## src/rtl/out_stream_arbiter_pkg.sv

```systemverilog
// -----------------------------------------------------------------------------
// out_stream_arbiter_pkg
// Shared project package for the output stream arbiter slice: FSM state enum,
// default width/count constants and the index-width helper.
// -----------------------------------------------------------------------------
package out_stream_arbiter_pkg;

  localparam int DEF_NREQ  = 4;   // number of requester streams
  localparam int DEF_OUTW  = 24;  // data width of every stream
  localparam int DEF_BURST = 2;   // maximum beats per grant

  typedef enum logic {
    IDLE   = 1'b0,
    LOCKED = 1'b1
  } arb_state_e;

  // Width of a requester index: max(1, clog2(n)).
  function automatic int calc_logn(input int n);
    return (n > 1) ? $clog2(n) : 1;
  endfunction

endpackage

```

## src/rtl/out_stream_arbiter_if.sv

```systemverilog
// -----------------------------------------------------------------------------
// out_stream_arbiter_if
// Bundles the requester streams, the output stream and the grant status.
//   slave  : the arbiter side (consumes requests, drives output/status)
//   master : the environment side (drives requests, consumes output/status)
// -----------------------------------------------------------------------------
interface out_stream_arbiter_if
  import out_stream_arbiter_pkg::*;
#(
  parameter int NREQ = DEF_NREQ,
  parameter int OUTW = DEF_OUTW
);
  localparam int LOGN = calc_logn(NREQ);

  logic [NREQ-1:0][OUTW-1:0] req_tdata;
  logic [NREQ-1:0]           req_tvalid;
  logic [NREQ-1:0]           req_tready;
  logic [OUTW-1:0]           out_tdata;
  logic                      out_tvalid;
  logic                      out_tready;
  logic [LOGN-1:0]           grant_id;
  logic                      busy;

  modport slave (
    input  req_tdata, req_tvalid, out_tready,
    output req_tready, out_tdata, out_tvalid, grant_id, busy
  );

  modport master (
    output req_tdata, req_tvalid, out_tready,
    input  req_tready, out_tdata, out_tvalid, grant_id, busy
  );

endinterface

```

## src/rtl/out_stream_arbiter_rr_priority_pick.sv

```systemverilog
// -----------------------------------------------------------------------------
// rr_priority_pick
// Combinational round-robin search: returns the first set bit of valid found
// scanning upward from start with wrap-around.
//   valid [NREQ]  candidate vector
//   start [LOGN]  index to begin the scan at (must be < NREQ)
//   idx   [LOGN]  first valid index found (0 when none)
//   found         any valid bit set
// -----------------------------------------------------------------------------
module rr_priority_pick
  import out_stream_arbiter_pkg::*;
#(
  parameter  int NREQ = DEF_NREQ,
  localparam int LOGN = calc_logn(NREQ)
) (
  input  logic [NREQ-1:0] valid,
  input  logic [LOGN-1:0] start,
  output logic [LOGN-1:0] idx,
  output logic            found
);

  // NOTE: every output gets a default before the loop so no path leaves it
  // unassigned, which would otherwise infer a latch.
  always_comb begin
    int cand;
    idx   = '0;
    found = 1'b0;
    cand  = 0;
    for (int k = 0; k < NREQ; k++) begin
      // Explicit wrap instead of a modulo so non-power-of-two NREQ works.
      cand = int'(start) + k;
      if (cand >= NREQ) cand = cand - NREQ;
      if (!found && valid[cand]) begin
        found = 1'b1;
        idx   = LOGN'(cand);
      end
    end
  end

endmodule

```

## src/rtl/out_stream_arbiter.sv

```systemverilog
// -----------------------------------------------------------------------------
// out_stream_arbiter
// Round-robin arbiter merging NREQ requester streams into one registered
// output stream. A grant costs one IDLE arbitration cycle, then up to BURST
// beats are taken from the granted requester before moving on.
//   clk    rising-edge clock
//   reset  synchronous, active-high
//   bus    out_stream_arbiter_if.slave: requester streams, output stream,
//          grant_id and busy status
// -----------------------------------------------------------------------------
module out_stream_arbiter
  import out_stream_arbiter_pkg::*;
#(
  parameter int NREQ  = DEF_NREQ,
  parameter int OUTW  = DEF_OUTW,
  parameter int BURST = DEF_BURST
) (
  input  logic                clk,
  input  logic                reset,
  out_stream_arbiter_if.slave bus
);

  localparam int LOGN = calc_logn(NREQ);
  localparam int CNTW = (BURST > 1) ? $clog2(BURST) : 1;

  arb_state_e      state_q, state_d;
  logic [LOGN-1:0] rr_ptr_q, rr_ptr_d;
  logic [LOGN-1:0] grant_id_q, grant_id_d;
  logic [CNTW-1:0] beat_cnt_q, beat_cnt_d;
  logic            out_tvalid_q, out_tvalid_d;
  logic [OUTW-1:0] out_tdata_q, out_tdata_d;

  logic [LOGN-1:0] pick_idx;
  logic            pick_found;
  logic            can_load;
  logic            granted_valid;
  logic            accept;
  logic            release_now;

  rr_priority_pick #(.NREQ(NREQ)) u_pick (
    .valid (bus.req_tvalid),
    .start (rr_ptr_q),
    .idx   (pick_idx),
    .found (pick_found)
  );

  // The output register can take a beat when empty or draining this cycle.
  assign can_load      = !out_tvalid_q || bus.out_tready;
  assign granted_valid = bus.req_tvalid[grant_id_q];
  assign accept        = (state_q == LOCKED) && granted_valid && can_load;

  always_comb begin
    bus.req_tready = '0;
    if (state_q == LOCKED && can_load) bus.req_tready[grant_id_q] = 1'b1;
  end

  always_comb begin
    state_d      = state_q;
    rr_ptr_d     = rr_ptr_q;
    grant_id_d   = grant_id_q;
    beat_cnt_d   = beat_cnt_q;
    out_tvalid_d = out_tvalid_q;
    out_tdata_d  = out_tdata_q;
    release_now  = 1'b0;

    if (accept) begin
      out_tdata_d  = bus.req_tdata[grant_id_q];
      out_tvalid_d = 1'b1;
    end else if (bus.out_tready) begin
      out_tvalid_d = 1'b0;
    end

    case (state_q)
      IDLE: begin
        if (pick_found) begin
          grant_id_d = pick_idx;
          beat_cnt_d = '0;
          state_d    = LOCKED;
        end
      end
      LOCKED: begin
        // A granted requester going quiet gives up its slot immediately.
        if (!granted_valid) begin
          release_now = 1'b1;
        end else if (accept) begin
          if (beat_cnt_q == CNTW'(BURST - 1)) release_now = 1'b1;
          else                               beat_cnt_d  = beat_cnt_q + 1'b1;
        end
      end
      default: state_d = IDLE;
    endcase

    if (release_now) begin
      state_d    = IDLE;
      beat_cnt_d = '0;
      rr_ptr_d   = (grant_id_q == LOGN'(NREQ - 1)) ? '0 : grant_id_q + 1'b1;
    end
  end

  // NOTE: state uses non-blocking assignments so every flop samples the
  // pre-edge values; the data register is reset too, so a held beat is
  // discarded rather than left visible after reset.
  always_ff @(posedge clk) begin
    if (reset) begin
      state_q      <= IDLE;
      rr_ptr_q     <= '0;
      grant_id_q   <= '0;
      beat_cnt_q   <= '0;
      out_tvalid_q <= 1'b0;
      out_tdata_q  <= '0;
    end else begin
      state_q      <= state_d;
      rr_ptr_q     <= rr_ptr_d;
      grant_id_q   <= grant_id_d;
      beat_cnt_q   <= beat_cnt_d;
      out_tvalid_q <= out_tvalid_d;
      out_tdata_q  <= out_tdata_d;
    end
  end

  assign bus.out_tdata  = out_tdata_q;
  assign bus.out_tvalid = out_tvalid_q;
  assign bus.grant_id   = grant_id_q;
  assign bus.busy       = (state_q == LOCKED);

endmodule

```

## src/flat_wrapper.sv

```systemverilog
// flat-port wrapper written by rule: the top's interface ports become plain ports
module out_stream_arbiter_flat import out_stream_arbiter_pkg::*;
#(
  parameter int NREQ  = DEF_NREQ,
  parameter int OUTW  = DEF_OUTW,
  parameter int BURST = DEF_BURST
)
  (clk, reset, bus_req_tdata, bus_req_tvalid, bus_out_tready, bus_req_tready, bus_out_tdata, bus_out_tvalid, bus_grant_id, bus_busy);
  out_stream_arbiter_if #(.NREQ(NREQ), .OUTW(OUTW)) bus_i ();
  input  logic clk;
  input  logic reset;
  input wire logic [$bits(bus_i.req_tdata)-1:0] bus_req_tdata;
  input wire logic [$bits(bus_i.req_tvalid)-1:0] bus_req_tvalid;
  input wire logic [$bits(bus_i.out_tready)-1:0] bus_out_tready;
  output wire logic [$bits(bus_i.req_tready)-1:0] bus_req_tready;
  output wire logic [$bits(bus_i.out_tdata)-1:0] bus_out_tdata;
  output wire logic [$bits(bus_i.out_tvalid)-1:0] bus_out_tvalid;
  output wire logic [$bits(bus_i.grant_id)-1:0] bus_grant_id;
  output wire logic [$bits(bus_i.busy)-1:0] bus_busy;
  assign bus_i.req_tdata = bus_req_tdata;
  assign bus_i.req_tvalid = bus_req_tvalid;
  assign bus_i.out_tready = bus_out_tready;
  assign bus_req_tready = bus_i.req_tready;
  assign bus_out_tdata = bus_i.out_tdata;
  assign bus_out_tvalid = bus_i.out_tvalid;
  assign bus_grant_id = bus_i.grant_id;
  assign bus_busy = bus_i.busy;
  out_stream_arbiter #(.NREQ(NREQ), .OUTW(OUTW), .BURST(BURST)) u_core (.clk(clk), .reset(reset), .bus(bus_i));
endmodule
```

## config.mk

```make
export PLATFORM = sky130hd
export DESIGN_NAME = out_stream_arbiter_flat
export DESIGN_NICKNAME = d
export VERILOG_FILES = /design/src/rtl/out_stream_arbiter_pkg.sv /design/src/rtl/out_stream_arbiter_if.sv /design/src/rtl/out_stream_arbiter_rr_priority_pick.sv /design/src/rtl/out_stream_arbiter.sv /design/src/flat_wrapper.sv
export SDC_FILE = /design/constraint.sdc
export NUM_CORES = 1
export LEC_CHECK = 0
export CAP_MARGIN = 20
export CELL_PAD_IN_SITES_DETAIL_PLACEMENT = 0
export CELL_PAD_IN_SITES_GLOBAL_PLACEMENT = 1
export CORE_ASPECT_RATIO = 1.4
export CORE_MARGIN = 8
export CORE_UTILIZATION = 25
export CTS_BUF_LIST = sky130_fd_sc_hd__clkbuf_2
export CTS_CLUSTER_DIAMETER = 200
export DETAILED_ROUTE_END_ITERATION = 6
export PLACE_DENSITY = 0.83
export SLEW_MARGIN = 20
export SYNTH_ARGS = -nofsm -noshare
export SYNTH_HDL_FRONTEND = slang
export SYNTH_SLANG_ARGS = --single-unit
```

## constraint.sdc

```tcl
create_clock -name clk -period 1.9 [get_ports clk]
set_input_delay 0.38 -clock clk [delete_from_list [all_inputs] [get_ports clk]]
set_output_delay 0.38 -clock clk [all_outputs]
set_load 0.02 [all_outputs]
```

======== Word level (Yosys, flattened, before mapping) ========
Cells that the tools add are included.
Widths: inputs -> output; s select.
cells by class
  magnitude comparators ................... 10
  muxes and demuxes ....................... 45
  bitwise gates (word level) .............. 1
  reduce and logical (&&, ||, !) cells .... 16
  add/sub/neg operators ................... 9
  equality and inequality tests ........... 4
operators with widths
  operator             number
  $lt 32x4->1 const B  4
  $mux 32              4
  $bmux 24 s2          1
  $mux 1               26
  $mux 24              1
  $sub 3x3->4 const B  3
  $bmux 1 s2           5
  $mux 2               5
  $ge 3x3->1 const B   3
  $logic_and 1x1->1    7
  $add 2x2->3 const B  2
  $logic_not 1->1      4
  $mux 4               1
  $ne 2x2->1 const B   2
  $sub 2x3->4 const B  1
  $add 2x1->3 const B  1
  $ge 2x3->1 const B   1
  $lt 2x3->1 const B   1
  $reduce_and 3->1     1
  $add 2x1->2 const B  1
  $demux 1 s2          1
  $eq 2x2->1 const B   1
  $ge 2x1->1 const B   1
  $ne 2x1->1 const B   1
  other kinds (7)      7
word-level totals
  output and inout port bits .............. 32
  bits of input ports ..................... 103
  word-level logic and storage cells ...... 91
  flip-flop bits (word level) ............. 31

======== Depth between registers and ports, before layout ========
  depth in word-level cells ............... 17
  gate-level depth with buffers ........... 7
  depth with buffers taken out ............ 4

======== By module ========
A second synthesis with hierarchy kept.
second synthesis, totals
  cell total of the unflattened synthesis .. 203
  area total of the unflattened synthesis .. 2080.7 µm²
modules (own cells, without submodules)
  module              sequential area each (µm²)  times used  cells each  area each (µm²)
  out_stream_arbiter  620.6                       1           188         2003.2
  rr_priority_pick    0.0                         1           15          77.6

======== Worst setup path before layout ========
OpenSTA, ideal clock, no wires.
  kind .................................... register to output
  start point ............................. register u_core.grant_id_q[1] (netlist: u_core.bus.grant_id[1])
  end point ............................... output bus_req_tready[1]
  stages on the path, launching flop included .. 6
  buffers on the path ..................... 2
  slack ................................... -113 ps
  data required time ...................... 1520 ps
  arrival ................................. 1633 ps
  path through ............................ dfxtp_1 > clkbuf_1 > clkbuf_1 > inv_1 > ha_1 > and3_1
between the ends
  longest elaborated chain between the ends .. 5
  elaborated cells on any way between the ends .. 6
  classes of those cells .................. 2 x order compare; 3 x mux; 1 x reduce/logical
RTL lines
  what                                                                   RTL line                   source
  start, declared                                                        out_stream_arbiter.sv:28   logic [LOGN-1:0] grant_id_q, grant_id_d;
  start signal, assigned                                                 out_stream_arbiter.sv:114  grant_id_q <= grant_id_d;
  $lt 2x3->1 (not written as such) / $ge 2x1->1 (equally long branches)  out_stream_arbiter.sv:54   if (state_q == LOCKED && can_load) bus.req_tready[grant_id_q] = 1'b1;
  $logic_and 1x1->1 (not written as such)                                out_stream_arbiter.sv:54
  $mux 1 (not written as such)                                           out_stream_arbiter.sv:54
  $demux 1 s2 (*)                                                        --
  $mux 4 (*)                                                             out_stream_arbiter.sv:54
  end, declared                                                          flat_wrapper.sv:15         output wire logic [$bits(bus_i.req_tready)-1:0] bus_req_tready;
Every way passes the cells marked *; elsewhere a longest branch is shown, timed or not.

======== Worst setup path after layout ========
  start point ............................. register u_core.grant_id_q[0] (netlist: u_core.bus.grant_id[0])
  end point ............................... register u_core.out_tdata_q[11] (netlist: u_core.bus.out_tdata[11])
between the ends
  longest elaborated chain between the ends .. 4
  elaborated cells on any way between the ends .. 6
  classes of those cells .................. 4 x mux; 2 x reduce/logical
RTL lines
  what                             RTL line                   source
  $bmux 1 s2                       out_stream_arbiter.sv:49   assign granted_valid = bus.req_tvalid[grant_id_q];
  $mux 1 (not written as such)     out_stream_arbiter.sv:49
  $logic_and 1x1->1 (2 in series)  out_stream_arbiter.sv:50   assign accept = (state_q == LOCKED) && granted_valid && can_load;
  end signal, assigned             out_stream_arbiter.sv:117  out_tdata_q <= out_tdata_d;
  end, declared                    out_stream_arbiter.sv:31   logic [OUTW-1:0] out_tdata_q, out_tdata_d;
Several ways; a longest one is shown, not always the timed one. The select of a mux whose other input is x is not followed.
A chain may end at the register's enable or synchronous reset.

==> impl_metrics.json <==
{
  "status": "completed",
  "ioPinCount": 135,
  "clock_skew_ps": 25.35,
  "rsz0062_at_grt": "no",
  "hp-start": "u_core.bus.out_tdata[8]",
  "first_iter_violations": 70,
  "drc": 0,
  "yosysSeqAreaShare_pct": 32.87,
  "layout-drive-gt1-share_pct": 18.48,
  "cp-end-kind": "flop",
  "antenna_found_initial": 1,
  "fp.dieH_um": 118.8,
  "finalSetupViolCount": 0,
  "grt.total_usage_pct": 13.12,
  "num_vias": 2018,
  "synth_seq_cells": 31,
  "drt-wirelength-per-cell_um": 16.03,
  "power_density_nw_per_um2": 567.2,
  "antennaDiodeCount": 0,
  "power_leakage_nw": 1.267,
  "drtPass1Iterations": 4,
  "grt_first_pass_wirelength_um": 10780,
  "wl_um": 7021,
  "worstHoldEndpoint": "u_core.bus.out_tdata[8]",
  "crit_required_ps": 2140,
  "slew_viol_final": 0,
  "r2r_start": "u_core.bus.grant_id[0]",
  "synth_fp_nets": 298,
  "gp_congestion": 0.7661,
  "insertion_delay_ps": 350,
  "vdd_ir_drop_max_mv": 0.2154,
  "fin_tns_setup_ps": 0,
  "relSlewSlack_pct": 73.75,
  "port_buffers": 134,
  "ys_warn_count": 0,
  "path_clk_slew_ps": 180,
  "rows": 37,
  "synth_top_area_cell": "dfxtp_1",
  "clk_path_buf_depth": 2,
  "criticalPathCategory": "flop to flop",
  "place_inst": 426,
  "finalCriticalPeriod_ps": 1795,
  "start_util_pct": 25.65,
  "holdWs_ps": 462.6,
  "fin_cells": 438,
  "die_w_um": 89.45,
  "setup_slack_ps": 104.7,
  "hpwlAfterDp_um": 5701,
  "yosys.area.top_type_share_pct": 32.87,
  "numCtsBuffers": 5,
  "whs_path_depth": 2,
  "fin_nets": 447,
  "clock-sinks": 31,
  "ys_types": 29,
  "hold_viol": 0,
  "period_share_pct": 94.49,
  "cts-root-buf": "clkbuf_2",
  "path_max_fanout": 25,
  "dp_slack_ps": -245.8,
  "coreArea_um2": 7361,
  "start_kind": "flop",
  "synth_area_um2": 1888,
  "cts_tree": "yes",
  "cp.arrival_ps": 2030,
  "rr_worst_depth": 7,
  "r2r_setup_slack_ps": 100,
  "overflow": 0,
  "grt_max_degree": 26,
  "synth.avg_cell_area_um2": 9.885,
  "fmaxAchievable_ghz": 0.5570,
  "synthCells": 191,
  "area_delta_synth_final_pct": 84.89,
  "max_cap_viol_count": 0,
  "fillCellCount": 712,
  "routed_via_density": 4.607,
  "grt_pass1_vias": 2188,
  "r2r_end": "u_core.bus.out_tdata[11]",
  "synth_area_leaders": "dfxtp_1 (33%), mux4_2 (30%), nand2_1 (10%), a21oi_1 (7.7%), ha_1 (2.7%)",
  "die_area_um2": 10630,
  "cts.htree.levels": 2,
  "hp-class": "flop to flop",
  "worst_slew_pin_slew_ps": 390.2,
  "ant_nets": 0
}
-- repair_timing --
| item | 4_1_cts | 5_1_grt |
|---|---|---|
| pin swaps | 0 | 1 |
| resized for setup | 17 | 5 |
| hold buffers | 0 | 0 |
| setup buffers | 3 | 1 |
| endpoints found under the setup margin | 6 | 16 |
-- cells by family after synthesis --
family / synth area share (%)
buffers and inverters: 5.832
and+or+nand+nor: 16.77
muxes: 30.35
AOI/OAI and AO/OA: 11.53
adders and majority gates: 2.651
DFF: 32.87
-- flip-flops by register name, summed over array words and instances (netlist names) --
register	cells
u_core.rr_ptr_q	2
u_core.bus.busy	1
u_core.bus.grant_id	2
u_core.beat_cnt_q	1
u_core.bus.out_tvalid	1
u_core.bus.out_tdata	24
-- final cells by class --
| cell class | instances | area, um^2 | share of cell area, % |
|---|---|---|---|
| multi-input cells | 139 | 1157 | 33.15 |
| inverters | 5 | 18.77 | 0.5376 |
| well taps | 97 | 121.4 | 3.477 |
| repair buffers | 158 | 1528 | 43.76 |
| clock buffers | 6 | 30.03 | 0.8602 |
| flip-flops and latches | 31 | 628.1 | 17.99 |
| clock inverters | 2 | 7.507 | 0.2151 |
-- cell usage after synthesis, drive strengths merged --
library cell,count
or2,1
or4,2
a221oi,1
a211oi,1
nand2b,3
ha,4
nand4b,1
nand2,51
a21oi,30
o22ai,2
a21boi,2
mux4,25
dfxtp,31
nor4,1
or4b,1
and3,5
mux2i,1
buf,8
a31oi,1
nand3,1
nor2,3
o21ai,1
nor3b,1
inv,5
o32ai,1
clkbuf,8
-- stage by stage --
| step | power [mW] | util [%] | instance area (um^2) |
|---|---|---|---|
| after floorplan | 1.227 | - | 1891 |
| after global placement | 1.683 | 46.68 | 3436 |
| after detailed placement | 1.693 | 46.68 | 3436 |
| after CTS | 2.018 | 47.29 | 3481 |
| after global routing | 2.122 | 47.42 | 3491 |
| final | 1.980 | 47.42 | 3491 |
-- worst max-delay path, stage by stage (launching register included) --
cell,delay [ps]
dfxtp_4,380
buf_4,120
buf_6,110
mux4_2,540
and3_1,240
buf_12,170
nand2_1,60
a21oi_1,60
-- power by group --
part	internal (mW)	leakage [nW]	total, mW	switching [mW]
Clock	0.0889	0.0281	0.305	0.216
Sequential	0.714	0.255	0.755	0.0412
Combinational	0.549	0.984	0.919	0.370
-- placed cells by master, fill, tap and decap left out --
cell type,instances
clkdlybuf4s50_1,128
nand2_1,51
a21oi_1,29
dfxtp_1,29
mux4_2,25
buf_4,21
clkbuf_2,7
and3_1,5
inv_1,5
ha_1,4
nand2b_1,3
nor2_1,3
buf_2,3
a21boi_0,2
or4_1,2
o22ai_1,2
clkinv_1,2
dlygate4sd2_1,2
buf_12,2
dfxtp_4,2
nand3_2,1
nor4_1,1
a31oi_1,1
o21ai_1,1
o32ai_1,1
or2_1,1
nor3b_1,1
mux2i_1,1
a21oi_2,1
or4b_1,1
nand4b_1,1
a211oi_1,1
a221oi_1,1
buf_6,1
-- per-layer routing --
layer | GRT usage (%) | part of all wire [%] | vias to the layer above
li1 | - | - | 995
met1 | 12.91 | 34 | 945
met2 | 24.37 | 56 | 72
met3 | 5.368 | 9.6 | 4
met4 | 2.821 | 0.41 | 2
met5 | 0 | 0.19 | -
-- how the worst max path moves through the flow --
| stage | start | to | slack, ps | cells after the start |
|---|---|---|---|---|
| 2_1_floorplan | u_core.bus.grant_id[1] | bus_req_tready[1] | 20 | 5 |
| 3_3_place_gp | bus_out_tready | bus_req_tready[3] | -210 | 4 |
| 3_5_place_dp | bus_out_tready | bus_req_tready[0] | -250 | 4 |
| 4_1_cts | u_core.bus.grant_id[1] | bus_req_tready[1] | 7 | 4 |
| 5_1_grt | u_core.bus.busy | bus_busy | 10 | 1 |
| 6_report | u_core.bus.grant_id[0] | u_core.bus.out_tdata[11] | 100 | 7 |
Power figures use the tool's default switching activity.
